$ cat config.mk
export PLATFORM = sky130hd
export DESIGN_NAME = self_attention_seq_ctrl
export DESIGN_NICKNAME = d
export VERILOG_FILES = /design/src/rtl/self_attention_seq_ctrl.sv
export SDC_FILE = /design/constraint.sdc
export NUM_CORES = 1
export LEC_CHECK = 0
export CAP_MARGIN = 20
export CORE_AREA = 2 2 56 42
export CTS_CLUSTER_DIAMETER = 30
export CTS_CLUSTER_SIZE = 30
export DETAILED_ROUTE_END_ITERATION = 10
export DIE_AREA = 0 0 58 44
export GPL_ROUTABILITY_DRIVEN = 0
export GPL_TIMING_DRIVEN = 0
export PLACE_DENSITY = 0.7
export SYNTH_ARGS = -nofsm -noshare
export SYNTH_HDL_FRONTEND = slang
export SYNTH_SLANG_ARGS = --single-unit
$ cat constraint.sdc
create_clock -name clk -period 1.4 [get_ports clk]
set_input_delay 0.14 -clock clk [delete_from_list [all_inputs] [get_ports clk]]
set_output_delay 0.14 -clock clk [all_outputs]
set_load 0.05 [all_outputs]
$ cat src/rtl/self_attention_seq_ctrl.sv
// Sequencing controller for the self-attention head.
// It gathers slice-done events from NUM_INST block-to-row converters.
// It then streams TILES_PER_ROW tiles of ROWS parallel softmax rows under
// backpressure, pulses a converter reset, and repeats this for NUM_BLOCKS
// blocks before it pulses done.
module self_attention_seq_ctrl #(
    parameter int NUM_INST      = 1,
    parameter int ROWS          = 4,
    parameter int TILES_PER_ROW = 4,
    parameter int NUM_BLOCKS    = 8,
    localparam int TW = (TILES_PER_ROW > 1) ? $clog2(TILES_PER_ROW) : 1,
    localparam int BW = (NUM_BLOCKS > 1) ? $clog2(NUM_BLOCKS) : 1
) (
    input  logic                clk,
    input  logic                rst,
    input  logic                start,
    input  logic [NUM_INST-1:0] slice_done,
    input  logic [NUM_INST-1:0] out_ready_b2r,
    input  logic                softmax_ready,
    output logic                internal_rst_b2r,
    output logic                softmax_en,
    output logic [ROWS-1:0]     softmax_valid,
    output logic [TW-1:0]       tile_idx,
    output logic [BW-1:0]       block_idx,
    output logic                busy,
    output logic                done,
    output logic                err
);

    typedef enum logic [2:0] {
        ST_IDLE   = 3'd0,
        ST_GATHER = 3'd1,
        ST_STREAM = 3'd2,
        ST_FLUSH  = 3'd3,
        ST_DONE   = 3'd4
    } state_t;

    localparam logic [TW-1:0] TILE_LAST  = TW'(TILES_PER_ROW - 1);
    localparam logic [BW-1:0] BLOCK_LAST = BW'(NUM_BLOCKS - 1);

    // True when every converter instance has reported its slice.
    function automatic logic all_set(input logic [NUM_INST-1:0] m);
        return &m;
    endfunction

    state_t              state_r, state_s;
    logic [TW-1:0]       tile_cnt_r, tile_cnt_s;
    logic [BW-1:0]       block_cnt_r, block_cnt_s;
    logic [NUM_INST-1:0] mask_r, mask_s;
    logic                err_r, err_s;
    logic                en_r, busy_r, done_r, flush_r;
    logic [NUM_INST-1:0] merged_s;
    logic                overlap_s;
    logic                xfer_s;

    // Next-state, counter, gather-mask and overrun logic.
    always_comb begin
        state_s     = state_r;
        tile_cnt_s  = tile_cnt_r;
        block_cnt_s = block_cnt_r;
        mask_s      = mask_r;
        err_s       = err_r;
        merged_s    = mask_r | slice_done;
        overlap_s   = |(slice_done & mask_r);
        xfer_s      = (&out_ready_b2r) && softmax_ready;

        case (state_r)
            ST_IDLE: begin
                // slice_done in IDLE is dropped without flagging an overrun.
                if (start) begin
                    state_s     = ST_GATHER;
                    tile_cnt_s  = {TW{1'b0}};
                    block_cnt_s = {BW{1'b0}};
                    mask_s      = {NUM_INST{1'b0}};
                    err_s       = 1'b0;
                end else begin
                    state_s = ST_IDLE;
                end
            end
            ST_GATHER: begin
                if (overlap_s) begin
                    err_s = 1'b1;
                end else begin
                    err_s = err_r;
                end
                if (all_set(merged_s)) begin
                    state_s = ST_STREAM;
                    mask_s  = {NUM_INST{1'b0}};
                end else begin
                    mask_s  = merged_s;
                end
            end
            ST_STREAM: begin
                // Early slices for the next block pre-load the mask.
                if (overlap_s) begin
                    err_s = 1'b1;
                end else begin
                    err_s = err_r;
                end
                mask_s = merged_s;
                if (xfer_s) begin
                    if (tile_cnt_r == TILE_LAST) begin
                        tile_cnt_s = {TW{1'b0}};
                        state_s    = ST_FLUSH;
                    end else begin
                        tile_cnt_s = tile_cnt_r + TW'(1);
                    end
                end else begin
                    tile_cnt_s = tile_cnt_r;
                end
            end
            ST_FLUSH: begin
                if (overlap_s) begin
                    err_s = 1'b1;
                end else begin
                    err_s = err_r;
                end
                mask_s = merged_s;
                if (block_cnt_r == BLOCK_LAST) begin
                    block_cnt_s = {BW{1'b0}};
                    state_s     = ST_DONE;
                end else begin
                    block_cnt_s = block_cnt_r + BW'(1);
                    state_s     = ST_GATHER;
                end
            end
            ST_DONE: begin
                if (overlap_s) begin
                    err_s = 1'b1;
                end else begin
                    err_s = err_r;
                end
                state_s = ST_IDLE;
            end
            default: begin
                state_s     = ST_IDLE;
                tile_cnt_s  = {TW{1'b0}};
                block_cnt_s = {BW{1'b0}};
                mask_s      = {NUM_INST{1'b0}};
                err_s       = 1'b0;
            end
        endcase
    end

    // State, counters, mask and sticky error registers.
    always_ff @(posedge clk or posedge rst) begin
        if (rst) begin
            state_r     <= ST_IDLE;
            tile_cnt_r  <= {TW{1'b0}};
            block_cnt_r <= {BW{1'b0}};
            mask_r      <= {NUM_INST{1'b0}};
            err_r       <= 1'b0;
        end else begin
            state_r     <= state_s;
            tile_cnt_r  <= tile_cnt_s;
            block_cnt_r <= block_cnt_s;
            mask_r      <= mask_s;
            err_r       <= err_s;
        end
    end

    // Moore outputs are registered from the next state, so they track the state register exactly.
    always_ff @(posedge clk or posedge rst) begin
        if (rst) begin
            en_r    <= 1'b0;
            busy_r  <= 1'b0;
            done_r  <= 1'b0;
            flush_r <= 1'b0;
        end else begin
            en_r    <= (state_s == ST_STREAM);
            busy_r  <= (state_s != ST_IDLE);
            done_r  <= (state_s == ST_DONE);
            flush_r <= (state_s == ST_FLUSH);
        end
    end

    // Valid is the one Mealy output: it follows the converters' live ready level.
    assign softmax_valid    = {ROWS{en_r & (&out_ready_b2r)}};
    assign softmax_en       = en_r;
    assign busy             = busy_r;
    assign done             = done_r;
    assign internal_rst_b2r = flush_r;
    assign tile_idx         = tile_cnt_r;
    assign block_idx        = block_cnt_r;
    assign err              = err_r;

endmodule
## Yosys cells after proc, flatten, opt, wreduce, memory -nomap -nowiden

Cells that the tools add are included.

- Flip-flop bits (word level): 14
- Bits of input ports: 6
- Logic and storage cells: 57

- Add/sub/neg operators: 2
- Reduce and logical (&&, ||, !) cells: 11
- Eq/ne operators: 12
- Bitwise gates (word level): 6
- Multiplexer cells: 17

Operators with widths:

| cell | count |
|---|---|
| 2-to-1 mux 3 bit | 6 |
| equality test 3 x 2 -> 1 bit, second input constant | 4 |
| one-hot mux 3 bit (4 select lines) | 1 |
| equality test 3 bit, second input constant | 3 |
| one-hot mux 3 bit (3 select lines) | 1 |
| 2-to-1 mux 2 bit | 3 |
| one-hot mux 2 bit (3 select lines) | 1 |
| AND reduction 2 bit | 3 |
| OR reduction 3 bit | 2 |
| inequality test 2 bit, second input constant | 2 |
| OR reduction 4 bit | 1 |
| adder 3 x 1 -> 3 bit, second input constant | 1 |
| equality test 3 x 1 -> 1 bit, second input constant | 1 |
| zero test 3 bit | 1 |
| 2-to-1 mux 1 bit | 3 |
| NOT 1 bit | 3 |
| one-hot mux 1 bit (3 select lines) | 1 |
| AND reduction 3 bit | 1 |
| nonzero test 3 bit | 1 |
| adder 2 x 1 -> 2 bit, second input constant | 1 |
| AND 1 bit | 2 |
| equality test 2 bit, second input constant | 1 |
| inequality test 2 x 1 -> 1 bit, second input constant | 1 |
| one-hot mux 1 bit (2 select lines) | 1 |
| other kinds (3) | 3 |

## Logic depth before layout (Yosys ltp)

Gate-level depths: netlist (run 1).

- Depth after elaboration: 5
- Depth in mapped cells: 5
- Mapped depth without buffers: 5

## Worst setup path before layout (run 1)

OpenSTA, ideal clock, no wires.

- Kind: register -> register
- Start point: register block_cnt_r[0] (netlist: block_idx[0])
- End point: register block_cnt_r[2] (netlist: block_idx[2])
- Clock period less this slack: 1.748 ns
- Path slack: -0.348 ns
- Buffers on the path: 0
- Library setup time: 0.128 ns
- Cell stages (with the launch flop): 6
- Required time: 1.272 ns
- Arrival: 1.620 ns
- Cells stage by stage: dfrtp_1 > ha_1 > ha_1 > mux2_2 > a22oi_1 > o21ai_0

- Cells in the longest elaborated chain, start to end: 3

Ends and longest elaborated chain:

| element | RTL line | text |
|---|---|---|
| start, declared | 48 | `logic [BW-1:0] block_cnt_r, block_cnt_s;` |
| start signal, assigned | 150 | `block_cnt_r <= {BW{1'b0}};` |
| start signal, assigned | 156 | `block_cnt_r <= block_cnt_s;` |
| adder 3 x 1 -> 3 bit / equality test 3 bit (equally long branches) | 123, 119 |  |
| 2-to-1 mux 3 bit * | 119 | `if (block_cnt_r == BLOCK_LAST) begin` |
| one-hot mux 3 bit (3 select lines) * | 67 | `case (state_r)` |

Mark *: on every way between the ends. The rest lies on a longest branch, timed or not.
A chain may end at the register's enable or synchronous reset.

## Final worst setup path (run 1)

- Start point: register block_cnt_r[1] (netlist: block_idx[1])
- End point: register en_r (netlist: softmax_en)

- Cells in the longest elaborated chain, start to end: 4

Ends and longest elaborated chain:

| element | RTL line | text |
|---|---|---|
| equality test 3 bit | 119 |  |
| 2-to-1 mux 3 bit | 119 |  |
| one-hot mux 3 bit (4 select lines) | 67 |  |
| equality test 3 x 2 -> 1 bit | 170 | `en_r <= (state_s == ST_STREAM);` |
| end signal, assigned | 170 |  |
| end, declared | 51 | `logic en_r, busy_r, done_r, flush_r;` |

No other way between the ends.

==> flow_summary_export.csv, run 1 <==
group,metric,value,unit
run_status,status,"finished, violations left",
run_status,violations,"setup timing",
clocking,cts_max_level,1,
sta,max_clock_freq,709,MHz
setup_path,worstSetupEndpoint,"softmax_en$_DFF_PP0_",
setup_path,arrival,1.58,ns
final_layout,fin_nets,116,
final_layout,n_antenna_cell,0,
clocking,cts_tree,"built",
floorplanning,die-area,2550,um2
setup_path,reg2regPathDepth,5,
setup_path,critPathLaunch,"block_idx[1]$_DFFE_PP0P_",
sta,worst_pin_slew,0.552,ns
sta,drv_slew,0,
yosys,synth_top_area_share,43.5,%
sta,fin_crit,1.41,ns
final_layout,drive_gt1_share,34.9,%
sta,setup_viol_count_final,3,
final_layout,instances_no_fill,130,
clocking,cts_buffers,3,
setup_path,start_kind,"flip-flop",
floorplanning,fp.dieW,58,um
floorplanning,row_count,14,
yosys,synth_edf_count,0,
yosys,syn_nets,91,
setup_path,r2r_slack,-0.01,ns
drt,drt-pass1-iter-count,4,
yosys,yosysTopAreaCell,"dfrtp_1",
sta,rsz0062_at_grt,"true",
drt,vias,715,
placement,place.port_buffers,19,
sta,finalHoldViolCount,0,
global_routing,grt_max_degree,15,
clocking,cts_hold_buf,0,
setup_path,worst_ep_required_time,1.57,ns
global_routing,grt_pass1_vias,697,
setup_path,worstSetupEndpointType,"flip-flop",
yosys,synthArstFlopShare,100,%
yosys,synth-main-ff-cell,"dfrtp_1",
setup_path,reg2reg_from,"block_idx[1]$_DFFE_PP0P_",
final_layout,mostFrequentLayoutCells,"8 x buf_4, 8 x dfrtp_1, 6 x inv_1, 6 x dfrtp_2",
power_and_ir_drop,powerDensity,2070,nW/um2
global_routing,antenna_found_initial,0,
floorplanning,pin_count,20,
power_and_ir_drop,vdd_drop_max,1400,uV
global_routing,grt_overflow,0,
floorplanning,fp.dieH,44,um
final_layout,utilization,54.1,%
floorplanning,core_area,2030,um2
placement,dp_slack,-0.503,ns
sta,slew_headroom,63.1,%
run,drv_cap,0,
yosys,synth-seq-cells,14,
drt,drt_first_iter_violations,24,
sta,finalCritPeriodShare,101,%
drt,wire_per_inst,15.2,um
drt,viasPerCell,5.50,
placement,dpl.hpwl,1390,um
final_layout,area_delta_synth_final,36.5,%
floorplanning,initial_utilization,39.7,%
power_and_ir_drop,leakage,0.519,nW
clocking,cts_sinks,14,
global_routing,track_usage,17.2,%
clocking,cts-root-buf,"clkbuf_4",
drt,ant_nets,0,
setup_path,path_class,"flip-flop to flip-flop",
yosys,synthCells,82,
setup_path,timing.rr.end,"softmax_en$_DFF_PP0_",
drt,wirelength,1970,um
sta,clock_skew,0.00352,ns
drt,drcViolationCount,0,
yosys,ys_warn_count,0,
clocking,path_clk_slew,0.09,ns
yosys,ys_seq_area_share,43.5,%
placement,dp_cells,125,
clocking,clk_path_buf_depth,2,
sta,setup_slack,-0.0113,ns
yosys,postSynthAreaPerCell,9.83,um2
global_routing,grt_pass1_wl,3300,um
yosys,syn_area,806,um2
yosys,yosys.cell_types.count,33,
hold_path,holdCritPathClass,"input pin to async pin",
clocking,clk-insertion-delay-late,0.29,ns
setup_path,critPathMaxFanout,5,
yosys,synth_area_leaders,"dfrtp_1 43%, ha_1 4.7%, mux2_2 4.2%",
layer usage:
metal  GRT usage (%)  routed length, um  vias up
met5               0                  0        -
met4            2.79                 28        0
met3            6.27                187        4
met2            26.4                872       34
met1            23.9                881      337
li1                -                  -      340
registers in the layout, summed over array words and instances (netlist names):
| name | cells |
|---|---|
| done | 1 |
| state_r | 3 |
| mask_r | 1 |
| block_idx | 3 |
| busy | 1 |
| tile_idx | 2 |
| internal_rst_b2r | 1 |
| softmax_en | 1 |
| err | 1 |
final cells by class:
type | instances | area [um2]
plain buffers | 7 | 51.3
inverters | 6 | 22.5
repair buffers | 20 | 169
well taps | 24 | 30.0
flip-flops and latches | 14 | 358
fillers | 190 | 932
clock buffers | 4 | 36.3
multi-input cells | 55 | 433
report_power, final:
part	total (mW)	switching (mW)	internal (mW)
Clock	0.300	0.141	0.158
Sequential	0.661	0.122	0.539
Combinational	1.31	0.827	0.484
Total	2.27	1.09	1.18
critical path: stages (launching register included):
cell and delay [ns]:
dfrtp_2 0.45, ha_4 0.17, ha_4 0.16, nor4bb_2 0.26
a31oi_1 0.08, nor3b_2 0.17
cell usage after synthesis (2+ instances only):
cell type and instances:
nand2_1 5, nor2b_1 4, and3_1 3, nor2_1 4, nand2b_1 2, buf_4 4
dfrtp_1 14, nand3_1 2, a31oi_1 2, inv_1 6, buf_2 2, a22oi_1 2
mux2_2 3, ha_1 3, o21ai_0 4, nor3b_1 2, a21oi_1 4
worst min-delay path by stage:
stage | startpoint | to | slack (ns) | depth (start not counted)
after floorplan | rst | busy$_DFF_PP0_ | 0.03 | 1
after global placement | rst | internal_rst_b2r$_DFF_PP0_ | 0.53 | 2
after detailed placement | rst | done$_DFF_PP0_ | 0.53 | 2
after CTS | rst | state_r[1]$_DFF_PP0_ | 0.22 | 2
after global routing | rst | tile_idx[0]$_DFFE_PP0P_ | 0.26 | 2
final | rst | busy$_DFF_PP0_ | 0.20 | 2
metrics by stage:
stage | power, mW | hold slack [ns] | cell area, um2 | TNS [ns]
2_1_floorplan | 1.60 | 0.0289 | 841 | -0.220
3_3_place_gp | 1.96 | 0.529 | 1060 | -1.89
3_5_place_dp | 1.99 | 0.527 | 1060 | -2.14
4_1_cts | 2.25 | 0.224 | 1090 | -0.0228
5_1_grt | 2.41 | 0.263 | 1100 | -0.198
6_report | 2.27 | 0.196 | 1100 | -0.0209
kinds of logic after synthesis:
group	share of synthesized area, %
compound gates	15.7
fa+ha+maj	4.66
buf+inv	9.16
flops	43.5
mux	4.19
simple gates	22.8
timing repair:
action                     CTS  global route
pin swaps                    2             2
setup buffers                1             0
gates resized for setup     28            17
setup endpoints to repair   17            17
Power figures use the tool's default switching activity.
==> run 2: changes to the inputs <==
- CELL_PAD_IN_SITES_DETAIL_PLACEMENT: default -> 0
- CELL_PAD_IN_SITES_GLOBAL_PLACEMENT: default -> 1
- CORE_AREA: 2 2 56 42 -> 2 2 63 47
- DIE_AREA: 0 0 58 44 -> 0 0 65 49
- PLACE_DENSITY: 0.7 -> default
- PLACE_DENSITY_LB_ADDON: default -> 0.1
==> run 2 against run 1 <==
  * The run still ends with setup timing left
  * Sequential power is 0.6% lower
  * First-iteration DRC count is 8.3% higher
  * Clock-buffer cell count stayed put
  * Worst setup slack worse by 0.018 ns
  * Die area is 25% higher
  * Sequential cell count stayed put
  * Register-to-register slack worse by 0.02 ns
  * Critical endpoint is now block_idx[2]$_DFFE_PP0P_
==> flow_summary_export.csv, run 2 (synthesis gave the netlist of run 1 again) <==
group,metric,value,unit
drt,drt-pass1-iter-count,4,
final_layout,nFillCells,268,
run_status,status,"finished, violations left",
clocking,clk-insertion-delay-late,0.24,ns
setup_path,critical_path.cell_chain,"ha_4, ha_4, mux2_4, a22oi_2, o21ai_1",
sta,finalSetupTns,-0.0359,ns
sta,worst_pin_slew,0.550,ns
floorplanning,fp.dieW,65,um
final_layout,multi_input_area,433,um2
setup_path,arrival,1.55,ns
floorplanning,initial_utilization,30.7,%
placement,place.port_buffers,19,
power_and_ir_drop,leakage,0.547,nW
clocking,cts_buffers,3,
global_routing,track_usage,14.1,%
setup_path,path_class,"flip-flop to flip-flop",
hold_path,holdCritPathClass,"input pin to async pin",
floorplanning,row_count,16,
setup_path,slowest_stage,"dfrtp_2",
floorplanning,die-area,3190,um2
sta,rsz0062_at_grt,"true",
drt,vias,681,
floorplanning,core_area,2620,um2
global_routing,grt_overflow,0,
clocking,cts-root-buf,"clkbuf_8",
setup_path,critPathTopFamily,"flip-flops",
sta,drv_slew,0,
sta,fin_crit,1.43,ns
setup_path,worst_ep_required_time,1.52,ns
final_layout,post-route-cell-area,1140,um2
sta,setup_slack,-0.0289,ns
drt,drcViolationCount,0,
drt,wirelength,1940,um
setup_path,worst_path_most_repeated_cell,"ha_4",
power_and_ir_drop,p_total,2.33,mW
final_layout,fin_nets,117,
setup_path,r2r_slack,-0.03,ns
placement,dpl.hpwl,1430,um
power_and_ir_drop,powerDensity,2040,nW/um2
setup_path,crit_buf_inv,0,
floorplanning,pin_count,20,
sta,slew_headroom,63.3,%
clocking,cts_max_level,1,
drt,ant_nets,0,
clocking,path_clk_slew,0.06,ns
clocking,cts_tree,"built",
clocking,cts_hold_buf,0,
drt,wire_per_inst,13.5,um
final_layout,n_antenna_cell,0,
global_routing,antenna_found_initial,0,
setup_path,critPathMaxStageDelay,0.44,ns
global_routing,grt_max_degree,15,
run_status,violations,"setup timing",
final_layout,drive_gt1_share,31.8,%
final_layout,seq_area,355,um2
placement,dpl_cell_area,1080,um2
run,drv_cap,0,
clocking,cts_sinks,14,
sta,clock_skew,0.00260,ns
sta,setup_viol_count_final,2,
drt,drt_first_iter_violations,26,
final_layout,area_delta_synth_final,41.9,%
setup_path,worstSetupEndpointType,"flip-flop",
sta,max_clock_freq,700,MHz
global_routing,grt_pass1_vias,678,
global_routing,grt_pass1_wl,3360,um
setup_path,start_kind,"flip-flop",
final_layout,mostFrequentLayoutCells,"10 x dfrtp_1, 10 x dlygate4sd2_1, 7 x buf_4",
clocking,clk_path_buf_depth,2,
sta,finalHoldViolCount,0,
sta,finalCritPeriodShare,102,%
placement,dp_slack,-0.472,ns
drt,viasPerCell,4.76,
floorplanning,fp.dieH,49,um
setup_path,critPathMaxFanout,4,
power_and_ir_drop,vdd_drop_max,681,uV
[run 2: changes by cell type in the layout (fill, tap and decap cells not counted), sizes merged]
cell,change
clkdlybuf4s15,-2
dlygate4sd2,+5
clkbuf,-2
[run 2: layout make-up]
| type | count | share of cell area, % |
|---|---|---|
| timing repair buffer | 21 | 15.9 |
| sequential | 14 | 31.1 |
| multi-input combinational | 55 | 37.9 |
| tap | 36 | 3.94 |
| inverter | 6 | 1.97 |
| buffer | 7 | 4.49 |
| clock buffer | 4 | 4.81 |
[run 2: what timing repair did]
action                                  4_1_cts  5_1_grt
pin swaps                                     2        2
gates resized for setup                      26        4
cloned                                        0        0
setup buffers                                 0        2
endpoints found under the setup margin       16       12
[run 2: worst paths after layout]
check,startpoint,to,depth (start not counted)
min in group clk,slice_done,mask_r$_DFFE_PP0P_,2
max,block_idx[0]$_DFFE_PP0P_,block_idx[2]$_DFFE_PP0P_,5
max reg2reg,block_idx[0]$_DFFE_PP0P_,block_idx[2]$_DFFE_PP0P_,5
min reg2reg,mask_r$_DFFE_PP0P_,mask_r$_DFFE_PP0P_,1
min,rst,block_idx[1]$_DFFE_PP0P_,2
max in group asynchronous,rst,softmax_en$_DFF_PP0_,2
[run 2: through the flow]
stage / hold WS [ns] / std cells / util (%)
floorplan: 0.0289 / 82 / -
global placement: 0.523 / 137 / 41.0
detailed placement: 0.517 / 137 / 41.0
CTS: 0.259 / 141 / 42.4
global route: 0.309 / 143 / 43.6
finish: 0.250 / 143 / 43.6
[run 2: power by group]
part	leakage [nW]	internal, mW	switching, mW
sequential	0.176	0.538	0.119
combinational	0.342	0.477	0.810
clock	0.0288	0.249	0.135
total	0.547	1.26	1.06
[run 2: layer usage]
metal  track usage (%)  vias up  part of all wire [%]
li1                  -      340                     -
met1              20.6      323                    53
met2              19.1       16                    42
met3              5.31        2                   4.7
met4              4.26        0                  0.62
met5                 0        -                     0
